`src/rtl/sync_fifo_ctrl_if.sv`:
```
// Handshake and status bundle for sync_fifo_ctrl.
// The producer/consumer side uses the master modport and the FIFO uses the slave modport.
interface sync_fifo_ctrl_if #(
  parameter int DATA_W = 8,
  parameter int DEPTH  = 8
);
  logic                     wr_enb;
  logic [DATA_W-1:0]        wr_data;
  logic                     rd_enb;
  logic [DATA_W-1:0]        rd_data;
  logic                     fifo_full;
  logic                     fifo_empty;
  logic                     fifo_almost_full;
  logic                     fifo_almost_empty;
  logic                     fifo_overrun;
  logic                     fifo_underrun;
  logic [$clog2(DEPTH):0]   fifo_count;

  modport master (
    output wr_enb, wr_data, rd_enb,
    input  rd_data, fifo_full, fifo_empty, fifo_almost_full, fifo_almost_empty,
           fifo_overrun, fifo_underrun, fifo_count
  );

  modport slave (
    input  wr_enb, wr_data, rd_enb,
    output rd_data, fifo_full, fifo_empty, fifo_almost_full, fifo_almost_empty,
           fifo_overrun, fifo_underrun, fifo_count
  );
endinterface

```
`src/rtl/sync_fifo_ctrl.sv`:
```
// Single-clock FIFO with registered read data, occupancy thresholds and overrun/underrun flags.
// Defining FIFO_STICKY_ERR_EN holds the error flags high once set, until the next reset.
module sync_fifo_ctrl #(
  parameter int DATA_W = 8,
  parameter int DEPTH  = 8,
  parameter int AF_LVL = DEPTH - 1,
  parameter int AE_LVL = 1
) (
  input logic             clk,
  input logic             rst,
  sync_fifo_ctrl_if.slave fifo
);
  localparam int AW = $clog2(DEPTH);
  localparam logic [AW:0] FULL_CNT = (AW + 1)'(DEPTH);
  localparam logic [AW:0] AF_CNT   = (AW + 1)'(AF_LVL);
  localparam logic [AW:0] AE_CNT   = (AW + 1)'(AE_LVL);

  logic [DATA_W-1:0] mem [DEPTH];
  logic [AW:0]       wr_ptr;
  logic [AW:0]       rd_ptr;
  logic [AW:0]       count;
  logic [DATA_W-1:0] rd_q;
  logic              ovr_q;
  logic              unf_q;
  logic              full;
  logic              empty;
  logic              rd_acc;
  logic              wr_acc;
  logic              ovr_evt;
  logic              unf_evt;

  assign full    = (count == FULL_CNT);
  assign empty   = (count == '0);
  // A read frees a slot on the same edge, so a full FIFO still accepts a paired write.
  assign rd_acc  = fifo.rd_enb && !empty;
  assign wr_acc  = fifo.wr_enb && (!full || rd_acc);
  assign ovr_evt = fifo.wr_enb && !wr_acc;
  assign unf_evt = fifo.rd_enb && empty;

  always_ff @(posedge clk) begin
    if (wr_acc && !rst) begin
      mem[wr_ptr[AW-1:0]] <= fifo.wr_data;
    end
  end

  always_ff @(posedge clk) begin
    if (rst) begin
      wr_ptr <= '0;
      rd_ptr <= '0;
      count  <= '0;
      rd_q   <= '0;
      ovr_q  <= 1'b0;
      unf_q  <= 1'b0;
    end else begin
      if (wr_acc) begin
        wr_ptr <= wr_ptr + 1'b1;
      end
      if (rd_acc) begin
        rd_ptr <= rd_ptr + 1'b1;
        rd_q   <= mem[rd_ptr[AW-1:0]];
      end
      case ({wr_acc, rd_acc})
        2'b10:   count <= count + 1'b1;
        2'b01:   count <= count - 1'b1;
        default: count <= count;
      endcase
`ifdef FIFO_STICKY_ERR_EN
      ovr_q <= ovr_q | ovr_evt;
      unf_q <= unf_q | unf_evt;
`else
      ovr_q <= ovr_evt;
      unf_q <= unf_evt;
`endif
    end
  end

  assign fifo.rd_data           = rd_q;
  assign fifo.fifo_count        = count;
  assign fifo.fifo_full         = full;
  assign fifo.fifo_empty        = empty;
  assign fifo.fifo_almost_full  = (count >= AF_CNT);
  assign fifo.fifo_almost_empty = (count <= AE_CNT);
  assign fifo.fifo_overrun      = ovr_q;
  assign fifo.fifo_underrun     = unf_q;
endmodule

```
`src/flat_wrapper.sv`:
```
// flat-port wrapper written by rule: the top's interface ports become plain ports
module sync_fifo_ctrl_flat 
#(
  parameter int DATA_W = 8,
  parameter int DEPTH  = 8,
  parameter int AF_LVL = DEPTH - 1,
  parameter int AE_LVL = 1
)
  (clk, rst, fifo_wr_enb, fifo_wr_data, fifo_rd_enb, fifo_rd_data, fifo_fifo_full, fifo_fifo_empty, fifo_fifo_almost_full, fifo_fifo_almost_empty, fifo_fifo_overrun, fifo_fifo_underrun, fifo_fifo_count);
  sync_fifo_ctrl_if #(.DATA_W(DATA_W), .DEPTH(DEPTH)) fifo_i ();
  input logic clk;
  input logic rst;
  input wire logic [$bits(fifo_i.wr_enb)-1:0] fifo_wr_enb;
  input wire logic [$bits(fifo_i.wr_data)-1:0] fifo_wr_data;
  input wire logic [$bits(fifo_i.rd_enb)-1:0] fifo_rd_enb;
  output wire logic [$bits(fifo_i.rd_data)-1:0] fifo_rd_data;
  output wire logic [$bits(fifo_i.fifo_full)-1:0] fifo_fifo_full;
  output wire logic [$bits(fifo_i.fifo_empty)-1:0] fifo_fifo_empty;
  output wire logic [$bits(fifo_i.fifo_almost_full)-1:0] fifo_fifo_almost_full;
  output wire logic [$bits(fifo_i.fifo_almost_empty)-1:0] fifo_fifo_almost_empty;
  output wire logic [$bits(fifo_i.fifo_overrun)-1:0] fifo_fifo_overrun;
  output wire logic [$bits(fifo_i.fifo_underrun)-1:0] fifo_fifo_underrun;
  output wire logic [$bits(fifo_i.fifo_count)-1:0] fifo_fifo_count;
  assign fifo_i.wr_enb = fifo_wr_enb;
  assign fifo_i.wr_data = fifo_wr_data;
  assign fifo_i.rd_enb = fifo_rd_enb;
  assign fifo_rd_data = fifo_i.rd_data;
  assign fifo_fifo_full = fifo_i.fifo_full;
  assign fifo_fifo_empty = fifo_i.fifo_empty;
  assign fifo_fifo_almost_full = fifo_i.fifo_almost_full;
  assign fifo_fifo_almost_empty = fifo_i.fifo_almost_empty;
  assign fifo_fifo_overrun = fifo_i.fifo_overrun;
  assign fifo_fifo_underrun = fifo_i.fifo_underrun;
  assign fifo_fifo_count = fifo_i.fifo_count;
  sync_fifo_ctrl #(.DATA_W(DATA_W), .DEPTH(DEPTH), .AF_LVL(AF_LVL), .AE_LVL(AE_LVL)) u_core (.clk(clk), .rst(rst), .fifo(fifo_i));
endmodule
```
`config.mk`:
```
export PLATFORM = sky130hd
export DESIGN_NAME = sync_fifo_ctrl_flat
export DESIGN_NICKNAME = d
export VERILOG_FILES = /design/src/rtl/sync_fifo_ctrl_if.sv /design/src/rtl/sync_fifo_ctrl.sv /design/src/flat_wrapper.sv
export SDC_FILE = /design/constraint.sdc
export NUM_CORES = 1
export LEC_CHECK = 0
export BUFFER_PORTS_ARGS = -buffer_cell sky130_fd_sc_hd__buf_2
export CAP_MARGIN = 30
export CORE_MARGIN = 2
export CORE_UTILIZATION = 37
export DETAILED_ROUTE_END_ITERATION = 7
export GPL_TIMING_DRIVEN = 1
export MAX_ROUTING_LAYER = met4
export PLACE_DENSITY = 0.62
export SYNTH_ARGS = -nofsm -noshare
export SYNTH_HDL_FRONTEND = slang
export SYNTH_SLANG_ARGS = --single-unit
```
`constraint.sdc`:
```
create_clock -name clk -period 4.26 [get_ports clk]
set_input_delay 0.639 -clock clk [delete_from_list [all_inputs] [get_ports clk]]
set_output_delay 0.639 -clock clk [all_outputs]
set_load 0.005 [all_outputs]
```
==> impl_metrics.env <==
export IMPL_outcome="completed"
export IMPL_grt_pass1_wl_um=10100
export IMPL_async_flop_share=0
export IMPL_peakVddDrop_v=0.000216
export IMPL_cts_buffers=9
export IMPL_drt_first_pass_iters=4
export IMPL_finalHoldViolations=0
export IMPL_die_w_um=99.3
export IMPL_die_area_um2=9850
export IMPL_ant_nets=0
export IMPL_clk_latency_ps=360
export IMPL_cp_required_ps=4510
export IMPL_via_count=1899
export IMPL_internal_power_uw=1500
export IMPL_tns_ps=0
export IMPL_ys_ff_latch=84
export IMPL_drv_cap=0
export IMPL_p_sw_frac=0.287
export IMPL_die_h_um=99.3
export IMPL_port_buffers=29
export IMPL_tightest_slew_ps=986
export IMPL_synth_distinct_cells=34
export IMPL_worst_setup_hold_path_clk_slew_ps=90
export IMPL_power_frac_clock=0.289
export IMPL_synth_commonest_cells="edfxtp_1, mux2i_1, dfxtp_1"
export IMPL_slew_limit_headroom=0.340
export IMPL_yosys_warnings=0
export IMPL_insertedDiodeCount=0
export IMPL_cts_sinks=84
export IMPL_rsz0062_at_grt="no"
export IMPL_p_switching_uw=606
export IMPL_multiInputGateArea_um2=965
export IMPL_synth_edf_count=64
export IMPL_synthCells=221
export IMPL_pwr_density_cell_nw_per_um2=549
export IMPL_cts_hold_buf=0
export IMPL_layout_drive_gt1_share=0.203
export IMPL_period_share=0.585
export IMPL_stdcell_count=369
export IMPL_cts_setup_buffers=0
export IMPL_viasPerCell=5.15
export IMPL_clockBufferDepth=2
export IMPL_antenna_found_initial=0
export IMPL_htree_levels=3
export IMPL_post_cts_resized=0
export IMPL_dp_cells=352
export IMPL_wire_per_inst_um=17.5
export IMPL_grt_max_degree=21
export IMPL_num_rows=34
export IMPL_setup_viol=0
export IMPL_wl_um=6470
export IMPL_yosys_area_top_type="edfxtp_1"
export IMPL_arrival_ps=2740
export IMPL_synth_most_common_cell="edfxtp_1"
export IMPL_io_pins=30
export IMPL_grt_overflow_total=0
export IMPL_area_growth_pct=14.3
export IMPL_fin_crit_ps=2490
export IMPL_ys_seq_area_frac=0.692
export IMPL_start_util=0.383
export IMPL_slew_violations=0
export IMPL_core_area_um2=8760
export IMPL_fmax_mhz=402
export IMPL_place_congestion=0.759
export IMPL_synth_top_area_frac=0.572
export IMPL_crit_type="flip-flop to flip-flop"
export IMPL_synth_area_leaders="edfxtp_1, dfxtp_1, mux2i_1, a22oi_1, a32o_1"
export IMPL_n_fill_cell=785
export IMPL_nets=274
export IMPL_syn_num_nets=239
export IMPL_cts_tree="done"
export IMPL_root_buffer="clkbuf_8"
export IMPL_p_comb_frac=0.228
export IMPL_clock_skew_final_ps=10.5
export IMPL_drt_first_iter_violations=90
export IMPL_ff_latch_area_um2=2320
export IMPL_place_hpwl_um=4010
export IMPL_ys_flop_type="edfxtp_1"
export IMPL_worstHoldStart="u_core.fifo.rd_data[1]"
export IMPL_seqPwrFrac=0.483
export IMPL_crit_path_max_fanout=7
export IMPL_drcViolationCount=0
export IMPL_first_global_vias=1882
export IMPL_setup_worst_path_start="u_core.fifo.fifo_count[0]"
export IMPL_syn_avg_cell_area_um2=15.2
export IMPL_synth_area_um2=3360
export IMPL_worstSetupEndpointType="flip-flop"
export IMPL_worst_hold_path_type="flip-flop to flip-flop"
export IMPL_track_usage=0.144
export IMPL_start_kind="flip-flop"
export IMPL_r2r_start="u_core.fifo.fifo_count[0]"
export IMPL_leakagePower_uw=0.00134
## layer usage
layer	global-route usage	routed length, µm	vias to the layer above
met1	0.177	2880	939
met5	-	0	-
met2	0.228	3250	39
met4	0.0632	93	0
li1	-	-	914
met3	0.0344	240	7
## layout by cell type, fill, tap and decap left out, types with 4 or more instances in the layout
master | netlist | final
nand2b_1 | 4 | 4
nand3_1 | 4 | 4
mux2i_1 | 33 | 33
clkbuf_8 | 0 | 9
a22oi_1 | 16 | 16
xor2_1 | 6 | 6
dfxtp_1 | 20 | 19
buf_2 | 2 | 30
a32o_1 | 8 | 8
edfxtp_1 | 64 | 64
ha_1 | 6 | 6
nor2_1 | 18 | 18
nand2_1 | 6 | 6
## logic make-up (layout without fill, tap and decap cells)
kind of cell	after synthesis	in the layout	synth area share
AOI/OAI and AO/OA	32	32	0.0775
xor gates and xnor gates	7	7	0.0183
adders and majority gates	6	6	0.0224
buffers and inverters	13	53	0.0209
DFF	84	84	0.692
muxes	33	33	0.0984
and+or+nand+nor	46	46	0.0708
## path summary, 6_finish.rpt
path	slack, ps	cells past startpoint	to
hold reg to reg	480	1	u_core.fifo.rd_data[1]
setup reg to reg	1770	10	u_core.fifo.fifo_count[3]
setup / recovery	1770	10	u_core.fifo.fifo_count[3]
hold / removal	480	1	u_core.fifo.rd_data[1]
## cell type report
| class | count | share of cell area |
|---|---|---|
| flip-flops and latches | 84 | 0.605 |
| multi-input cells | 124 | 0.251 |
| repair buffers | 33 | 0.0482 |
| well taps | 108 | 0.0352 |
| clock buffers | 9 | 0.0323 |
| clock inverters | 7 | 0.0238 |
| inverters | 4 | 0.00391 |
## power by group through the flow
stage | sequential, µW | clock [µW] | combinational, µW
after floorplan | 996 | 0 | 378
after global placement | 1080 | 0 | 424
after detailed placement | 1040 | 0 | 484
after CTS | 1020 | 618 | 487
after global routing | 1030 | 657 | 529
final | 1020 | 610 | 481
## critical path, cell delays in order (launching register included)
cell and delay, ps:
dfxtp_1 450, inv_1 70, ha_1 260, or3b_1 340
nand2_1 150, inv_1 80, ha_1 220, or4b_1 470
a21oi_2 160, xnor2_1 120, nor2_1 50
## sequential cells by signal, indices dropped and copies added (netlist names)
signal                     count
u_core.mem                    64
u_core.fifo.rd_data            8
u_core.fifo.fifo_count         4
u_core.rd_ptr                  3
u_core.wr_ptr                  3
u_core.fifo.fifo_overrun       1
u_core.fifo.fifo_underrun      1
## stage by stage
step	setup WS, ps	instance area [µm²]	hold WS [ps]	total power [µW]	utilization
6_report	1770	3840	480	2110	0.438
5_1_grt	1570	3840	508	2220	0.438
4_1_cts	1750	3830	488	2130	0.437
3_5_place_dp	1760	3620	468	1520	0.413
3_3_place_gp	1730	3580	451	1500	0.409
2_1_floorplan	1990	3360	466	1370	-
Note: power is estimated with default switching activity, not from simulation.
